<file path="config.mk">
export PLATFORM = sky130hd
export DESIGN_NAME = fifo_lector
export DESIGN_NICKNAME = d
export VERILOG_FILES = /design/src/rtl/fifo_lector_pkg.sv /design/src/rtl/fifo_skid.sv /design/src/rtl/fifo_lector.sv
export SDC_FILE = /design/constraint.sdc
export NUM_CORES = 1
export LEC_CHECK = 0
export BUFFER_PORTS_ARGS = -buffer_cell sky130_fd_sc_hd__buf_2
export CELL_PAD_IN_SITES_DETAIL_PLACEMENT = 0
export CELL_PAD_IN_SITES_GLOBAL_PLACEMENT = 1
export CORE_MARGIN = 2
export CORE_UTILIZATION = 35
export CTS_CLUSTER_DIAMETER = 60
export CTS_CLUSTER_SIZE = 28
export DETAILED_ROUTE_END_ITERATION = 10
export GPL_TIMING_DRIVEN = 0
export PLACE_DENSITY_LB_ADDON = 0.1
export SYNTH_ARGS = -nofsm -noshare
export SYNTH_HDL_FRONTEND = slang
export SYNTH_SLANG_ARGS = --single-unit
</file>
<file path="constraint.sdc">
create_clock -name clk -period 6.45 [get_ports clk]
set_input_delay 0.3225 -clock clk [delete_from_list [all_inputs] [get_ports clk]]
set_output_delay 0.3225 -clock clk [all_outputs]
set_load 0.005 [all_outputs]
</file>
<file path="src/rtl/fifo_lector_pkg.sv">
// Shared definitions for the FIFO read-side controller: FSM state
// encodings, skid-buffer geometry, default widths and the pop-room check.
package fifo_lector_pkg;

  // Reader FSM states, 2-bit encoded
  typedef enum logic [1:0] {
    ST_IDLE  = 2'd0,
    ST_RUN   = 2'd1,
    ST_DRAIN = 2'd2,
    ST_ERR   = 2'd3
  } state_t;

  // Skid buffer depth; it must cover the one-cycle FIFO read latency plus
  // the word the consumer may be refusing.
  localparam int SKID_DEPTH = 2;

  // Width of the skid occupancy counter (holds 0..SKID_DEPTH)
  localparam int SKID_CW = $clog2(SKID_DEPTH + 1);

  // Default data and delivered-word counter widths
  localparam int DEFAULT_DW = 8;
  localparam int DEFAULT_CW = 16;

  // True when one more pop still fits: words held in the skid plus the
  // word in flight, minus the word leaving this cycle, must stay below
  // the skid depth. Written as occ < depth + accept so it never
  // underflows.
  function automatic logic pop_room(input logic [SKID_CW-1:0] skid_cnt,
                                    input logic               inflight,
                                    input logic               accept);
    logic [SKID_CW:0] occ;
    logic [SKID_CW:0] limit;
    occ   = {1'b0, skid_cnt} + {{SKID_CW{1'b0}}, inflight};
    limit = (SKID_CW + 1)'(SKID_DEPTH) + {{SKID_CW{1'b0}}, accept};
    return (occ < limit);
  endfunction

endpackage

</file>
<file path="src/rtl/fifo_skid.sv">
// fifo_skid: small register-based FIFO that absorbs the read latency of
// the upstream FIFO. Entry 0 is always the head; a read shifts every entry
// one place toward the head, and a write lands in the first free slot
// after that shift, so a simultaneous write and read keeps order.
module fifo_skid
  import fifo_lector_pkg::*;
#(
  parameter int DW = DEFAULT_DW
) (
  input  logic               clk,
  input  logic               reset,
  input  logic               i_wr,
  input  logic [DW-1:0]      i_wr_data,
  input  logic               i_rd,
  output logic [DW-1:0]      o_head,
  output logic [SKID_CW-1:0] o_count
);

  logic [DW-1:0]      r_mem [SKID_DEPTH];
  logic [DW-1:0]      w_mem_next [SKID_DEPTH];
  logic [SKID_CW-1:0] r_count;
  logic [SKID_CW-1:0] w_wr_idx;

  // Slot the incoming word lands in, after any head pop this cycle
  assign w_wr_idx = r_count - SKID_CW'(i_rd);

  // Per-entry next value: write wins, else shift from the entry behind
  generate
    for (genvar gi = 0; gi < SKID_DEPTH; gi++) begin : g_entry
      if (gi < SKID_DEPTH - 1) begin : g_shift
        assign w_mem_next[gi] = (i_wr && (w_wr_idx == SKID_CW'(gi))) ? i_wr_data :
                                i_rd                                  ? r_mem[gi + 1] :
                                                                        r_mem[gi];
      end else begin : g_tail
        assign w_mem_next[gi] = (i_wr && (w_wr_idx == SKID_CW'(gi))) ? i_wr_data :
                                                                        r_mem[gi];
      end
    end
  endgenerate

  // Storage update; contents clear to zero so the head reads 0 after reset
  always_ff @(posedge clk) begin
    if (reset) begin
      for (int i = 0; i < SKID_DEPTH; i++) begin
        r_mem[i] <= '0;
      end
    end else begin
      for (int i = 0; i < SKID_DEPTH; i++) begin
        r_mem[i] <= w_mem_next[i];
      end
    end
  end

  // Occupancy tracks writes in and reads out
  always_ff @(posedge clk) begin
    if (reset) begin
      r_count <= '0;
    end else begin
      r_count <= r_count + SKID_CW'(i_wr) - SKID_CW'(i_rd);
    end
  end

  assign o_head  = r_mem[0];
  assign o_count = r_count;

endmodule

</file>
<file path="src/rtl/fifo_lector.sv">
// fifo_lector: read-side controller for the synchronous FIFO. Issues pops,
// catches the returning words in a 2-entry skid buffer and hands them to a
// valid/ready consumer at full rate. Unrequested read data or a FIFO error
// lock the reader in ERR until reset.
module fifo_lector
  import fifo_lector_pkg::*;
#(
  parameter int DW = DEFAULT_DW,
  parameter int CW = DEFAULT_CW
) (
  input  logic          clk,
  input  logic          reset,
  input  logic          enable,
  input  logic [DW-1:0] fifo_data_out,
  input  logic          fifo_valid_out,
  input  logic          fifo_empty,
  input  logic          fifo_error,
  output logic          pop,
  output logic [DW-1:0] dn_data,
  output logic          dn_valid,
  input  logic          dn_ready,
  output logic          busy,
  output logic          err,
  output logic [CW-1:0] word_count
);

  state_t             r_state;
  logic               r_inflight;
  logic               r_err;
  logic               r_rst_d;
  logic [CW-1:0]      r_word_count;

  logic [SKID_CW-1:0] w_skid_count;
  logic [DW-1:0]      w_skid_head;
  logic               w_frozen;
  logic               w_skid_empty;
  logic               w_accept;
  logic               w_pop;
  logic               w_stray;
  logic               w_err_event;
  logic               w_skid_wr;

  assign w_frozen     = (r_state == ST_ERR);
  assign w_skid_empty = (w_skid_count == '0);

  // Consumer side: head is offered whenever something is buffered
  assign dn_valid = !w_skid_empty && !w_frozen;
  assign dn_data  = w_skid_head;
  assign w_accept = dn_valid && dn_ready;

  // Pop looks through dn_ready so a word leaving this cycle frees room
  // for a new pop in the same cycle. Gated by reset so nothing is requested
  // while the reader is being cleared.
  assign w_pop = (r_state == ST_RUN) && !reset && !fifo_empty &&
                 pop_room(w_skid_count, r_inflight, w_accept);
  assign pop   = w_pop;

  // Read data nobody asked for. The cycle right after reset is excused:
  // a pop issued before reset may still be answered then.
  assign w_stray     = fifo_valid_out && !r_inflight && !r_rst_d;
  assign w_err_event = !w_frozen && (w_stray || fifo_error);

  // Only requested data enters the skid, and nothing moves once in ERR
  assign w_skid_wr = fifo_valid_out && r_inflight && !w_frozen;

  fifo_skid #(
    .DW (DW)
  ) u_skid (
    .clk       (clk),
    .reset     (reset),
    .i_wr      (w_skid_wr),
    .i_wr_data (fifo_data_out),
    .i_rd      (w_accept),
    .o_head    (w_skid_head),
    .o_count   (w_skid_count)
  );

  // Reader FSM with the sticky error flag; error events override all
  always_ff @(posedge clk) begin
    if (reset) begin
      r_state <= ST_IDLE;
      r_err   <= 1'b0;
    end else if (w_err_event) begin
      r_state <= ST_ERR;
      r_err   <= 1'b1;
    end else begin
      case (r_state)
        ST_IDLE: begin
          if (enable) begin
            r_state <= ST_RUN;
          end
        end
        ST_RUN: begin
          if (!enable) begin
            r_state <= ST_DRAIN;
          end
        end
        ST_DRAIN: begin
          if (enable) begin
            r_state <= ST_RUN;
          end else if (!r_inflight && w_skid_empty) begin
            r_state <= ST_IDLE;
          end
        end
        ST_ERR: begin
          r_state <= ST_ERR;
        end
      endcase
    end
  end

  // Remember whether a pop is awaiting its data next cycle
  always_ff @(posedge clk) begin
    if (reset) begin
      r_inflight <= 1'b0;
    end else begin
      r_inflight <= w_pop;
    end
  end

  // One-cycle echo of reset, used to excuse late read data
  always_ff @(posedge clk) begin
    r_rst_d <= reset;
  end

  // Delivered-word counter, wraps naturally at 2^CW
  always_ff @(posedge clk) begin
    if (reset) begin
      r_word_count <= '0;
    end else if (w_accept) begin
      r_word_count <= r_word_count + 1'b1;
    end
  end

  assign busy       = (r_state != ST_IDLE);
  assign err        = r_err;
  assign word_count = r_word_count;

endmodule

</file>
# Word level (Yosys, flattened, before mapping)
# Memories as Yosys holds them, arrays and structs flattened.
# Cells that the tools add are included.
# op_classes
n_reduce_logical	25
bitwise_logic	2
add_sub_neg	6
n_mux	14
eq_ne	7
magnitude_cmp	1
# ops
cell	count
$mux W8	5
$add A16 B1 Y16 const B	1
$logic_and A1 B1 Y1	13
$mux W2	5
$pmux W2 S4	1
$logic_not A1 Y1	6
$logic_not A2 Y1	3
$ne A3 B3 Y1 const B	2
$eq A2 B1 Y1 const B	2
$eq A2 B2 Y1 const B	2
$ne A4 B4 Y1 const B	1
$sub A2 B1 Y2	2
$add A2 B1 Y3	1
$add A2 B1 Y3 const A	1
$lt A3 B3 Y1	1
$mux W1	3
$reduce_and A3 Y1	1
$add A2 B1 Y2	1
$or A1 B1 Y1	2
$reduce_bool A2 Y1	1
$logic_or A1 B1 Y1	1
# totals
ram_bits	16
ff_bits	23
wordCells	62
output_inout_bits	28
memories	1
# mem_list
name	depth	width	read_ports	rd_clocked_by_memory_dff	write_ports	line_no	text
u_skid.r_mem	2	8	2	0	2	fifo_skid.sv:19	logic [DW-1:0] r_mem [SKID_DEPTH];

# Depth between registers and ports, before layout
# depth
ltp_word	9
depth_mapped	12
mapped_depth_nobuf	10

# Hierarchy
# A second synthesis with hierarchy kept.
# unflattened
hier_cells	199
hier_area_um2	1936.9
# modules_own_cells
mod	area_each_um2	seq_area_each_um2	cells_per_inst	n_inst
fifo_lector	1016.0	420.4	111	1
fifo_skid	920.9	360.3	88	1

# Worst setup path after synthesis
# OpenSTA, ideal clock, no wires.
# synth_timing
path_kind	flip-flop to flip-flop
startpoint	reg u_skid.r_count[1] (netlist: u_skid.o_count[1])
endpoint	mem u_skid.r_mem[0][0] (netlist name)
synth_period_minus_slack_ps	2571
path_slack_ps	3879
stages_incl_launch_ff	12
n_path_buf	3
setup_ps	91
arrival_ps	2480
path_cell_list	dfxtp_1 o2bb2ai_2 inv_1 nand2_1 inv_1 clkbuf_1 ha_1 inv_1 or4b_1 clkbuf_1 buf_2 a311oi_1
# synth_rtl
element	line_no	text
start: declaration	fifo_skid.sv:21	logic [SKID_CW-1:0] r_count;
start signal: assignment	fifo_skid.sv:59	r_count <= r_count + SKID_CW'(i_wr) - SKID_CW'(i_rd);
end: declaration	fifo_skid.sv:19	

==> qor.txt <==
Status - complete, no violations
# clock sinks - 39
P per Cell Area - 226 mW/mm2
Pin count of the biggest net entering global routing - 12
Setup Total Neg Slack - 0 ns
Antenna violation net count after detailed routing - 0
Core area - 0.00504 mm2
Leakage - 0.935 nW
First-pass GRT wire length - 6540 um
Syn nets - 229
Antenna Cells - 0
Total grt overflow - 0
Drt first pass iters - 4
Final Setup Violations - 0
DIE AREA - 0.00574 mm2
Main synth FF type - dfxtp_1
Post-Syn Instances - 208
Vias post-DR - 1522
# H-tree levels - 2
Slew Limit Fails - 0
Hold Buf Count CTS - 0
Final-report hold violation count - 0
Clock-pin transition on the worst setup and hold timing paths - 0.08 ns
Post-DP HPWL - 2890 um
Fin crit period - 3.10 ns
Area of the multi-input gates - 887 um2
CTS resizes - 0
DRC violation count after routing - 0
Layout Nets - 278
Buf/Inv on CP - 6
Critical Path RT - 6.65 ns
Ys Warns - 0
CTS Buf Count - 5
Vias per cell - 4.64
Slowest CP cell - or4b_1
Number of global-route vias before repair - 1448
Die height - 75.8 um
Fillers - 529
Register area share after synthesis - 0.433
# Post-CTS Setup Buffers - 0
Fin crit share - 0.480
Crit Path Class - flop to flop
Ports - 43
Initial Util - 0.357
Fraction of layout cells with a size suffix above 1 - 0.256
Most common cell on crit path - inv_1
Synth async-reset ratio - 0
Max Root-Sink Buffers - 2
Worst EP arrival - 3.30 ns
FF+latch count, synth - 39
CP peak stage delay - 0.50 ns
Total Routing Usage GR - 0.154
Placement Cell Area - 0.00210 mm2
Clk Latency, worst-skew pair - 0.29 ns
GP Congestion - 0.688
Area grow syn2layout - 22.1%
Maximum vdd drop - 81.2 uV
Worst Setup Start Kind - flop
Max-cap violations - 0
Synth Cell Area - 0.00180 mm2
WL per Instance - 12.0 um
Initial antenna violation count - 0
Final Cell Area - 0.00220 mm2
Avg Cell Area, Syn - 8.66 um2
Worst Tran Pin Value - 0.563 ns
CP top delay family - buffers and inverters
Die Width - 75.8 um
CTS root buf - clkbuf_8
Post-synth EDFFs - 0
Crit-path cells - o2bb2ai_2 -> inv_1 -> nand2_1 -> inv_1 -> clkbuf_1 -> ha_1 -> inv_1 -> or4b_1 -> clkbuf_1 -> buf_2 -> a311oi_1
CTS tree - yes
Register area - 781 um2
Library cells used by synthesis - 35
Max Fclk - 323 MHz
Buffers on Ports - 42
Fin Clk Skew - 0.00786 ns
Slew Limit Headroom - 0.625
Worst Hold Class - input pin to flop
Final wirelength - 3930 um
Initial drt markers - 71
Endpoint class of the critical path - flop
RSZ-0062 raised after global routing - no
CP max FO - 11
# rows - 26
[flip-flops by register name (all words and copies together), names as in the netlist]
name            cells
err                 1
u_skid.o_count      2
r_inflight          1
word_count         16
u_skid.r_mem       16
r_state             2
r_rst_d             1
[routing by layer]
metal / global-route usage / part of all wire
met1: 0.204 / 0.51
met2: 0.238 / 0.44
met3: 0.0437 / 0.039
met4: 0.0585 / 0.015
met5: 0 / 0
[synth_stat cells (all sizes together), types with 8 or more instances]
cell type	count	area, um2
nand3	8	40.0
buf	11	73.8
dfxtp	39	781
nor2	31	116
nand2	23	86.3
mux2i	8	80.1
inv	10	37.5
a311oi	8	70.1
xnor2	10	87.6
[placed cells by master (no fill, tap or decap), drive strengths merged, types with 3 or more instances in the layout]
| cell | count |
|---|---|
| nor2b | 3 |
| inv | 10 |
| a311oi | 8 |
| buf | 53 |
| nand2 | 23 |
| nor2 | 31 |
| nand4 | 3 |
| xor2 | 3 |
| a21oi | 6 |
| o21ai | 4 |
| nor4 | 6 |
| or3 | 4 |
| ha | 6 |
| clkbuf | 14 |
| nor3 | 4 |
| xnor2 | 10 |
| mux2i | 8 |
| dfxtp | 39 |
| nand3 | 8 |
[worst paths after layout]
check,end,slack [ns],startpoint,cells after the start
min,r_rst_d,0.18,reset,1
min reg2reg,err,0.47,err,2
max reg2reg,u_skid.r_mem[0][0],3.35,u_skid.o_count[1],11
max,u_skid.r_mem[0][0],3.35,u_skid.o_count[1],11
[kinds of logic after synthesis]
family / after synthesis / synth area share
compound gates: 24 / 0.0951
xor+xnor: 13 / 0.0632
fa+ha+maj: 6 / 0.0417
buf+inv: 27 / 0.0743
flops: 39 / 0.433
mux: 10 / 0.0569
simple gates: 89 / 0.235
[final cells by class]
class	count	area share
Timing Repair Buffer	42	0.0956
Tap cell	70	0.0398
Clock buffer	8	0.0455
Multi-Input combinational cell	142	0.403
Inverter	10	0.0171
Sequential cell	39	0.355
Buffer	17	0.0438
[where the power goes]
part	total, W	leakage [nW]	internal, W	switching [W]
clock network	0.000181	0.0515	0.0000976	0.0000832
logic	0.0000604	0.568	0.0000248	0.0000357
registers	0.000257	0.316	0.000248	0.00000855
total	0.000498	0.935	0.000370	0.000127
[through the flow]
step	cells	power [W]	setup WS, ns	hold slack, ns	util
2_1_floorplan	208	0.000299	3.88	0.350	-
3_3_place_gp	320	0.000323	3.35	0.447	0.416
5_1_grt	328	0.000526	2.96	0.179	0.436
3_5_place_dp	320	0.000324	3.33	0.454	0.416
6_report	328	0.000498	3.35	0.183	0.436
4_1_cts	328	0.000508	3.30	0.177	0.436
No activity file was read; power rests on OpenSTA's default activity.
